### src/rtl/engine_alu_ops_pipe.sv
// engine_alu_ops_pipe
// Flow-controlled ALU kernel placed between the engine input FIFO and the
// output packer. Each beat passes through a per-operand crossbar with
// constant injection (stage 1). A NOP/ADD/SUB/MUL/ACC compute follows in
// stage 2, and output packing in stage 3. All stages advance together
// whenever the output register is empty or being drained.
//
// Ports:
//   ap_clk, areset      clock, synchronous active-high reset
//   clear               synchronous flush of pipeline valids and accumulator
//   cfg_*               configuration, latched on the IDLE->RUN transition only
//   in_valid/in_ready   input handshake, in_data field i at [i*DATA_W +: DATA_W]
//   out_valid/out_ready output handshake, out_data packed result, out_sat flag
//
// Build option: define ALU_OPS_SATURATE_EN so that ADD, MUL and ACC clamp to
// all-ones on overflow and raise out_sat. Without it, all arithmetic wraps
// and out_sat stays 0.
module engine_alu_ops_pipe #(
    parameter int NUM_FIELDS = 4,
    parameter int DATA_W     = 32,
    parameter int CNT_W      = 16
) (
    input  logic                         ap_clk,
    input  logic                         areset,
    input  logic                         clear,
    input  logic                         cfg_valid,
    input  logic [2:0]                   cfg_op,
    input  logic [NUM_FIELDS-1:0]        cfg_alu_mask,
    input  logic [NUM_FIELDS*NUM_FIELDS-1:0] cfg_ops_mask,
    input  logic [NUM_FIELDS-1:0]        cfg_const_mask,
    input  logic [DATA_W-1:0]            cfg_const_value,
    input  logic [CNT_W-1:0]             cfg_acc_count,
    input  logic                         in_valid,
    output logic                         in_ready,
    input  logic [NUM_FIELDS*DATA_W-1:0] in_data,
    output logic                         out_valid,
    input  logic                         out_ready,
    output logic [NUM_FIELDS*DATA_W-1:0] out_data,
    output logic                         out_sat
);

    localparam int NF = NUM_FIELDS;
    localparam int KW = $clog2(NF);
    localparam int SW = DATA_W + $clog2(NF) + 1;   // room for acc + NF operands
`ifdef ALU_OPS_SATURATE_EN
    localparam bit SAT_EN = 1'b1;
`else
    localparam bit SAT_EN = 1'b0;
`endif

    localparam logic [2:0] OP_ADD = 3'd1, OP_SUB = 3'd2, OP_MUL = 3'd3, OP_ACC = 3'd4;

    typedef enum logic [1:0] {S_IDLE, S_RUN, S_DRAIN} state_t;

    state_t                      r_state, w_state_nxt;
    logic                        w_run;

    logic [2:0]                  r_cfg_op;
    logic [NF-1:0]               r_cfg_alu, r_cfg_const;
    logic [NF*NF-1:0]            r_cfg_ops;
    logic [DATA_W-1:0]           r_cfg_cval;
    logic [CNT_W-1:0]            r_cfg_cnt;

    logic [3:1]                  r_vld_pipe;
    logic [NF-1:0][DATA_W-1:0]   w_in, w_route, w_ops;
    logic [NF-1:0][DATA_W-1:0]   r_s1_ops, r_s1_org, r_s2_org, r_out_data;
    logic [DATA_W-1:0]           r_s2_res, r_acc, w_res, w_a, w_b, w_sub;
    logic                        r_s2_sat, r_out_sat, r_acc_sat, w_sat;
    logic [CNT_W-1:0]            r_cnt, w_tgt;
    logic [KW-1:0]               w_k, w_k1;
    logic [DATA_W:0]             w_add_full;
    logic [2*DATA_W-1:0]         w_mul_full;
    logic [SW-1:0]               w_acc_full;
    logic                        w_acc_ovf, w_advance, w_accept, w_is_acc, w_final;

    // ---------------- FSM ----------------
    always_ff @(posedge ap_clk) begin
        if (areset) r_state <= S_IDLE;
        else        r_state <= w_state_nxt;
    end

    always_comb begin
        w_state_nxt = r_state;
        case (r_state)
            S_IDLE:  if (cfg_valid) w_state_nxt = S_RUN;
            S_RUN:   if (!cfg_valid) w_state_nxt = S_DRAIN;
            S_DRAIN: begin
                // Returning cfg_valid resumes with the existing configuration.
                if (cfg_valid)                           w_state_nxt = S_RUN;
                else if (~|r_vld_pipe && r_cnt == '0)    w_state_nxt = S_IDLE;
            end
            default: w_state_nxt = S_IDLE;
        endcase
    end

    always_comb begin
        w_run = (r_state == S_RUN);
    end

    always_ff @(posedge ap_clk) begin
        if (areset) begin
            r_cfg_op    <= '0;
            r_cfg_alu   <= '0;
            r_cfg_const <= '0;
            r_cfg_ops   <= '0;
            r_cfg_cval  <= '0;
            r_cfg_cnt   <= '0;
        end else if (r_state == S_IDLE && cfg_valid) begin
            r_cfg_op    <= cfg_op;
            r_cfg_alu   <= cfg_alu_mask;
            r_cfg_const <= cfg_const_mask;
            r_cfg_ops   <= cfg_ops_mask;
            r_cfg_cval  <= cfg_const_value;
            r_cfg_cnt   <= cfg_acc_count;
        end
    end

    // ---------------- handshake ----------------
    assign out_valid = r_vld_pipe[3];
    assign out_data  = r_out_data;
    assign out_sat   = r_out_sat;
    assign w_advance = !r_vld_pipe[3] | out_ready;
    assign in_ready  = w_run & w_advance;
    assign w_accept  = in_valid & in_ready & !clear;
    assign w_in      = in_data;

    // ---------------- stage 1: operand crossbar ----------------
    always_comb begin
        for (int i = 0; i < NF; i++) begin
            w_route[i] = '0;
            // Ascending scan: the highest set source bit wins.
            for (int j = 0; j < NF; j++)
                if (r_cfg_ops[i*NF+j]) w_route[i] = w_in[j];
            w_ops[i] = r_cfg_const[i] ? r_cfg_cval : w_route[i];
        end
    end

    // ---------------- stage 2: compute ----------------
    always_comb begin
        w_k = '0;
        // Descending scan leaves the lowest eligible bit; the top field cannot start a pair.
        for (int i = NF-2; i >= 0; i--)
            if (r_cfg_alu[i]) w_k = KW'(i);
    end

    assign w_k1       = w_k + KW'(1);
    assign w_a        = r_s1_ops[w_k];
    assign w_b        = r_s1_ops[w_k1];
    assign w_add_full = {1'b0, w_a} + {1'b0, w_b};
    assign w_sub      = (w_a >= w_b) ? (w_a - w_b) : (w_b - w_a);
    assign w_mul_full = {{DATA_W{1'b0}}, w_a} * {{DATA_W{1'b0}}, w_b};

    always_comb begin
        w_acc_full = {{(SW-DATA_W){1'b0}}, r_acc};
        for (int i = 0; i < NF; i++)
            if (r_cfg_alu[i]) w_acc_full = w_acc_full + {{(SW-DATA_W){1'b0}}, r_s1_ops[i]};
    end
    assign w_acc_ovf = |w_acc_full[SW-1:DATA_W];

    always_comb begin
        w_res = r_s1_ops[0];
        w_sat = 1'b0;
        case (r_cfg_op)
            OP_ADD: begin
                w_res = w_add_full[DATA_W-1:0];
                if (SAT_EN && w_add_full[DATA_W]) begin w_res = '1; w_sat = 1'b1; end
            end
            OP_SUB: w_res = w_sub;
            OP_MUL: begin
                w_res = w_mul_full[DATA_W-1:0];
                if (SAT_EN && |w_mul_full[2*DATA_W-1:DATA_W]) begin w_res = '1; w_sat = 1'b1; end
            end
            OP_ACC: begin
                w_res = w_acc_full[DATA_W-1:0];
                if (SAT_EN && w_acc_ovf) w_res = '1;
                // Saturation stays flagged for the rest of the group.
                w_sat = SAT_EN && (r_acc_sat || w_acc_ovf);
            end
            default: ;
        endcase
    end

    assign w_is_acc = (r_cfg_op == OP_ACC);
    assign w_tgt    = (r_cfg_cnt == '0) ? CNT_W'(1) : r_cfg_cnt;
    assign w_final  = ((r_cnt + CNT_W'(1)) == w_tgt);

    // ---------------- pipeline registers ----------------
    always_ff @(posedge ap_clk) begin
        if (areset) begin
            r_vld_pipe <= '0;
            r_s1_ops   <= '0;
            r_s1_org   <= '0;
            r_s2_org   <= '0;
            r_s2_res   <= '0;
            r_s2_sat   <= 1'b0;
            r_out_data <= '0;
            r_out_sat  <= 1'b0;
            r_acc      <= '0;
            r_acc_sat  <= 1'b0;
            r_cnt      <= '0;
        end else if (clear) begin
            r_vld_pipe <= '0;
            r_acc      <= '0;
            r_acc_sat  <= 1'b0;
            r_cnt      <= '0;
        end else if (w_advance) begin
            r_vld_pipe[1] <= w_accept;
            if (w_accept) begin
                r_s1_ops <= w_ops;
                r_s1_org <= w_route;
            end

            // Non-final ACC beats update the accumulator but create no output.
            r_vld_pipe[2] <= r_vld_pipe[1] & (!w_is_acc | w_final);
            if (r_vld_pipe[1]) begin
                r_s2_res <= w_res;
                r_s2_sat <= w_sat;
                r_s2_org <= r_s1_org;
                if (w_is_acc) begin
                    if (w_final) begin
                        r_acc     <= '0;
                        r_acc_sat <= 1'b0;
                        r_cnt     <= '0;
                    end else begin
                        r_acc     <= w_res;
                        r_acc_sat <= w_sat;
                        r_cnt     <= r_cnt + CNT_W'(1);
                    end
                end
            end

            r_vld_pipe[3] <= r_vld_pipe[2];
            if (r_vld_pipe[2]) begin
                for (int i = 0; i < NF; i++)
                    r_out_data[i] <= (i == 0) ? r_s2_res : (i < NF/2) ? '0 : r_s2_org[i];
                r_out_sat <= r_s2_sat;
            end
        end
    end

endmodule

### config.mk
export PLATFORM = sky130hd
export DESIGN_NAME = engine_alu_ops_pipe
export DESIGN_NICKNAME = d
export VERILOG_FILES = /design/src/rtl/engine_alu_ops_pipe.sv
export SDC_FILE = /design/constraint.sdc
export NUM_CORES = 2
export LEC_CHECK = 0
export BUFFER_PORTS_ARGS = -buffer_cell sky130_fd_sc_hd__buf_2
export CORE_UTILIZATION = 40
export DETAILED_ROUTE_END_ITERATION = 10
export PLACE_DENSITY = 0.66
export SKIP_LAST_GASP = 1
export SYNTH_ARGS = -nofsm -noshare
export SYNTH_HDL_FRONTEND = slang
export SYNTH_SLANG_ARGS = --single-unit
### constraint.sdc
create_clock -name ap_clk -period 11.1 [get_ports ap_clk]
set_clock_uncertainty 0.2 [all_clocks]
set_input_delay 1.11 -clock ap_clk [delete_from_list [all_inputs] [get_ports ap_clk]]
set_output_delay 1.11 -clock ap_clk [all_outputs]
set_load 0.02 [all_outputs]
# After elaboration in Yosys (flattened, before gate mapping)
# Cells that the tools add are included.
# op_classes
multipliers	1
n_mux	41
n_eq_ne	10
n_bitwise	7
addsub	9
magnitude_cmp	3
n_reduce_logical	16
# ops
op	n
32-bit two-way mux	28
32-bit adder	5
32-bit binary-select mux with 2-bit select	2
32-bit case mux with 4 select lines	1
32-bit subtractor	2
32-bit greater-or-equal comparator	1
16-bit zero test	2
32-bit by 32-bit multiplier with 32-bit output	1
16-bit two-way mux	2
16-bit by 1-bit adder with 16-bit output (second input constant)	1
16-bit equality test	1
3-bit AND reduction	5
2-bit two-way mux	7
3-bit by 2-bit equality test with 1-bit output (second input constant)	2
2-bit by 3-bit less-than comparator with 1-bit output (second input constant)	2
2-bit case mux with 3 select lines	1
1-bit AND	4
1-bit zero test	4
2-bit inequality test (second input constant)	2
3-bit by 1-bit equality test with 1-bit output (second input constant)	1
3-bit equality test (second input constant)	1
3-bit inequality test (second input constant)	1
3-bit OR reduction	1
2-bit by 1-bit adder with 2-bit output (second input constant)	1
7 further kinds	9
# totals
inputBits	209
elab_cells	109
register_bits	512
output_inout_bits	131

# Depth between registers and ports, before layout
# depth
ltp_word	10
mapped_depth	47
mapped_depth_nobuf	46

# Worst setup path after synthesis
# No wires, ideal clock.
# synth_timing
path_type	flip-flop to flip-flop
from	register r_cfg_alu[2]
to	register r_s2_res[29]
required_time_ns	10.768
stages_incl_launch_ff	38
arrival_ns	8.317
path_slack_ns	2.450
setup_ns	0.132
path_buffers	5
period_less_slack_ns	8.650
path_cell_list	dfxtp_1 buf_2 nor3b_2 buf_2 buf_2 nand2_1 o21ai_0 clkbuf_1 clkbuf_1 ha_1 inv_1 fa_1 inv_1 fa_1 fa_1 fa_1 inv_1 fa_1 (+2 left out) fa_1 inv_1 fa_1 inv_1 ha_1 a21o_1 a21oi_1 nor2_1 a2111oi_0 o21a_1 o22ai_1 a31oi_1 xor2_1 nor2_1 o22ai_1 o21ai_0 a211oi_2 a21oi_1
# synth_between
elab_chain_len	9
elab_cells_between_ends	18
cone_classes	add/sub (5); mul (1); order compare (1); mux (11)
# synth_rtl
element	line_no	text
start, declared	59	logic [NF-1:0] r_cfg_alu, r_cfg_const;
start signal, assigned	110	r_cfg_alu <= cfg_alu_mask;
parallel branches: the longest is 8 deep, another holds 32-bit by 32-bit multiplier with 32-bit output	--	
32-bit case mux with 4 select lines *	163	case (r_cfg_op)
end signal, assigned	216	r_s2_res <= w_res;
end, declared	67	logic [DATA_W-1:0] r_s2_res, r_acc, w_res, w_a, w_b, w_sub;
# Every way passes the cells marked *. The select of a mux whose other input is x is not followed.
# A chain may end at the register's enable or synchronous reset.

# Final worst setup path
# layout_timing
from	register r_cfg_alu[0]
to	register r_acc[29]
# layout_between
elab_chain_len	9
elab_cells_between_ends	21
cone_classes	add/sub (7); mul (1); order compare (1); mux (12)
# layout_rtl
element	line_no	text
32-bit two-way mux	156	if (r_cfg_alu[i]) w_acc_full = w_acc_full + {{(SW-DATA_W){1'b0}}, r_s1_ops[i]};
32-bit adder	156	
32-bit two-way mux	156	
32-bit adder	156	
32-bit two-way mux	156	
32-bit adder	156	
32-bit two-way mux	156	
32-bit case mux with 4 select lines *	163	
32-bit two-way mux *	220	if (w_final) begin
end signal, assigned	225	r_acc <= w_res;
end, declared	67	
# Every way passes the cells marked *; elsewhere a longest branch is shown, timed or not. The select of a mux whose other input is x is not followed.

==> flow_metrics.env <==
export IMPL_hold_path_class="flip-flop to flip-flop"
export IMPL_grt_first_pass_wirelength_mm=369.0
export IMPL_num_io_pins=340
export IMPL_crit_top_cell="fa_1"
export IMPL_ys_seq_elements=512
export IMPL_drive_gt1_frac=0.09700
export IMPL_min_period_ns=10.46
export IMPL_cts_tree="done"
export IMPL_dpl_hpwl_mm=205.8
export IMPL_sw_frac_of_total=0.3434
export IMPL_grt_max_degree=190
export IMPL_ant_nets=0
export IMPL_synth_main_ff_cell="dfxtp_1"
export IMPL_arrival_ns=10.77
export IMPL_slew_violations=0
export IMPL_critPathSlowestCell="o21ai_1"
export IMPL_cts_hold_buf=0
export IMPL_finalSetupViolations=0
export IMPL_synth_largest_area_cell="dfxtp_1"
export IMPL_start_kind="flip-flop"
export IMPL_clock_sinks=512
export IMPL_fmax_mhz=95.57
export IMPL_post_cts_buffers=0
export IMPL_fp_dieW_um=367.1
export IMPL_final_instance_count_excl_fill=9227
export IMPL_rsz0062_at_grt="false"
export IMPL_synth_top_area_frac=0.1923
export IMPL_area_growth_pct=9.697
export IMPL_p_switching_uw=1659
export IMPL_setup_tns_final_ns=0
export IMPL_start_util=0.4045
export IMPL_irDropWorstVdd_uv=140.1
export IMPL_critPathMaxFanout=19
export IMPL_cellLeakagePower_uw=0.02570
export IMPL_max_stage_delay_ns=0.83
export IMPL_num_vias=54881
export IMPL_viasPerCell=5.948
export IMPL_first_global_vias=52808
export IMPL_wl_per_cell_um=27.78
export IMPL_path_class="flip-flop to flip-flop"
export IMPL_synthTopCellsByArea="dfxtp_1, fa_1, nand2_1, a21oi_1, ha_1"
export IMPL_dr_pass1_iters=7
export IMPL_hold_viol_final=0
export IMPL_h_tree_depth=2
export IMPL_syn_area_sq_um=53310
export IMPL_timing_slew_headroom=0.07287
export IMPL_synth_enable_flop_cells=0
export IMPL_clockBufferDepth=3
export IMPL_drc=0
export IMPL_status="finished clean"
export IMPL_worst_pin_slew_ns=1.391
export IMPL_grt_overflow_total=0
export IMPL_antenna_found_initial=24
export IMPL_pwr_share_comb=0.233
export IMPL_async_flop_share=0
export IMPL_dp_cells=9130
export IMPL_layout_worst_path_cycle_share=0.9427
export IMPL_post_cts_resize_count=0
export IMPL_p_int_uw=3172
export IMPL_rows=133
export IMPL_cts_made_buffers=50
export IMPL_syn_inst=7328
export IMPL_clkPwrFrac=0.368
export IMPL_drv_cap=0
export IMPL_avgSynthCellArea_sq_um=7.275
export IMPL_dieArea_sq_um=134700
export IMPL_clockRootBuffer="clkbuf_16"
export IMPL_port_buffers=306
export IMPL_setup_worst_path_end_class="flip-flop"
export IMPL_dr_first_iter_drc_count=5883
export IMPL_fin_nets=8400
export IMPL_clk_pin_slew_ns=0.07
export IMPL_seq_area_frac_synth=0.1923
export IMPL_yosysMostFrequentCell="nand2_1"
export IMPL_gp_congestion=1.088
export IMPL_ys_warnings_count=0
export IMPL_grtUsageTotal=0.3705
export IMPL_fillers=13778
export IMPL_seqPwrFrac=0.400
export IMPL_synthDistinctLibCells=103
export IMPL_crit_required_ns=11.41
export IMPL_coreArea_sq_um=131800
export IMPL_powerDensity_nw_per_um2=82.61
export IMPL_synthTopCellsByCount="nand2_1, a21oi_1, nor2_1"
export IMPL_die_height_um=367.1
export IMPL_clock_latency_ns=0.66
export IMPL_drt_wl_total_mm=256.4
layer usage:
| metal | wire (um) | part of all wire | track usage |
|---|---|---|---|
| met1 | 101400 | 0.40 | 0.4623 |
| met2 | 114700 | 0.45 | 0.5911 |
| met3 | 20480 | 0.080 | 0.06168 |
| met4 | 19640 | 0.077 | 0.2391 |
| met5 | 118 | 0.00046 | 0 |
logic make-up after synthesis:
kind of cell	synth area share
other	0.00007034
AOI/OAI and AO/OA	0.2344
adders and majority gates	0.2379
muxes	0.01936
xor gates and xnor gates	0.03912
DFF	0.1923
buffers and inverters	0.08686
and+or+nand+nor	0.1900
cells in the final DEF, fill, tap and decap left out, types with 21 or more instances in the layout:
cell type and instances:
nand2_1 1458, a21oi_1 944, nor2_1 703, inv_1 671
dfxtp_1 494, fa_1 415, ha_1 349, buf_2 305
o21ai_0 300, buf_4 200, a22oi_1 175, xnor2_1 164
a21o_1 110, a211oi_1 96, xor2_1 68, o21bai_1 61
nor3_1 57, o21a_1 51, mux2i_1 50, clkbuf_16 50
nand3_1 49, mux2_2 44, conb_1 33, nor2b_1 32
nor4_1 29, o21ai_1 27, nand4_1 25, a31oi_1 24
and3_1 22, nand2b_1 22, o31ai_1 21
worst paths after layout:
kind	slack, ns	depth (start not counted)	from	endpoint
worst max-delay path	0.64	35	r_cfg_alu[0]	r_acc[29]
worst min-delay path	0.24	2	r_s1_org[125]	r_s2_org[125]
worst max register to register	0.64	35	r_cfg_alu[0]	r_acc[29]
worst min register to register	0.24	2	r_s1_org[125]	r_s2_org[125]
worst max-delay path: cells and delay by family, from the launching register on:
family / cells / cell delay (ns)
flip-flops: 1 / 0.62
XOR/XNOR: 1 / 0.19
AND/OR/NAND/NOR: 4 / 0.87
buffers and inverters: 9 / 0.95
AO/OA/AOI/OAI: 11 / 2.94
multiplexers: 1 / 0.13
adder cells (fa/ha/maj): 9 / 4.35
state kept, by name, summed over array words and instances (netlist names), 3 cells and up:
name and count:
r_s1_org 64, r_acc 32, out_data 96, r_cfg_op 3, r_vld_pipe 3, r_cnt 16, r_cfg_const 4, r_cfg_cnt 16
r_s2_org 64, r_s1_ops 128, r_cfg_alu 4, r_s2_res 32, r_cfg_cval 32, r_cfg_ops 16
layout make-up:
cell class | count | area, sq um | area share
tap | 1755 | 2196 | 0.03755
sequential | 512 | 10270 | 0.1756
inverter | 684 | 2567 | 0.04390
clock buffer | 67 | 1405 | 0.02403
antenna | 8 | 20.02 | 0.0003423
clock inverter | 22 | 257.7 | 0.004407
multi-input combinational | 5670 | 38660 | 0.6611
timing repair buffer | 509 | 3103 | 0.05306
power by group through the flow:
stage                     sequential [uW]  combinational, uW  clock [uW]
after CTS                            1930               1080        1790
after floorplan                      1930                676           0
after global placement               1970               1090           0
after global routing                 1930               1180        1870
final                                1930               1120        1780
after detailed placement             1970               1080           0
through the flow:
| stage | setup slack [ns] | hold slack (ns) | cell area, sq um | util | total power [uW] |
|---|---|---|---|---|---|
| CTS | 0.8519 | 0.2505 | 58460 | 0.4436 | 4807 |
| global route | 0.1886 | 0.2682 | 58460 | 0.4436 | 4974 |
| finish | 0.6361 | 0.2442 | 58480 | 0.4437 | 4831 |
| global placement | 0.9852 | 0.2371 | 56800 | 0.4310 | 3057 |
| detailed placement | 0.9239 | 0.2416 | 56800 | 0.4310 | 3049 |
| floorplan | 2.450 | 0.2154 | 53430 | - | 2604 |
Note: power is estimated with default switching activity, not from simulation.
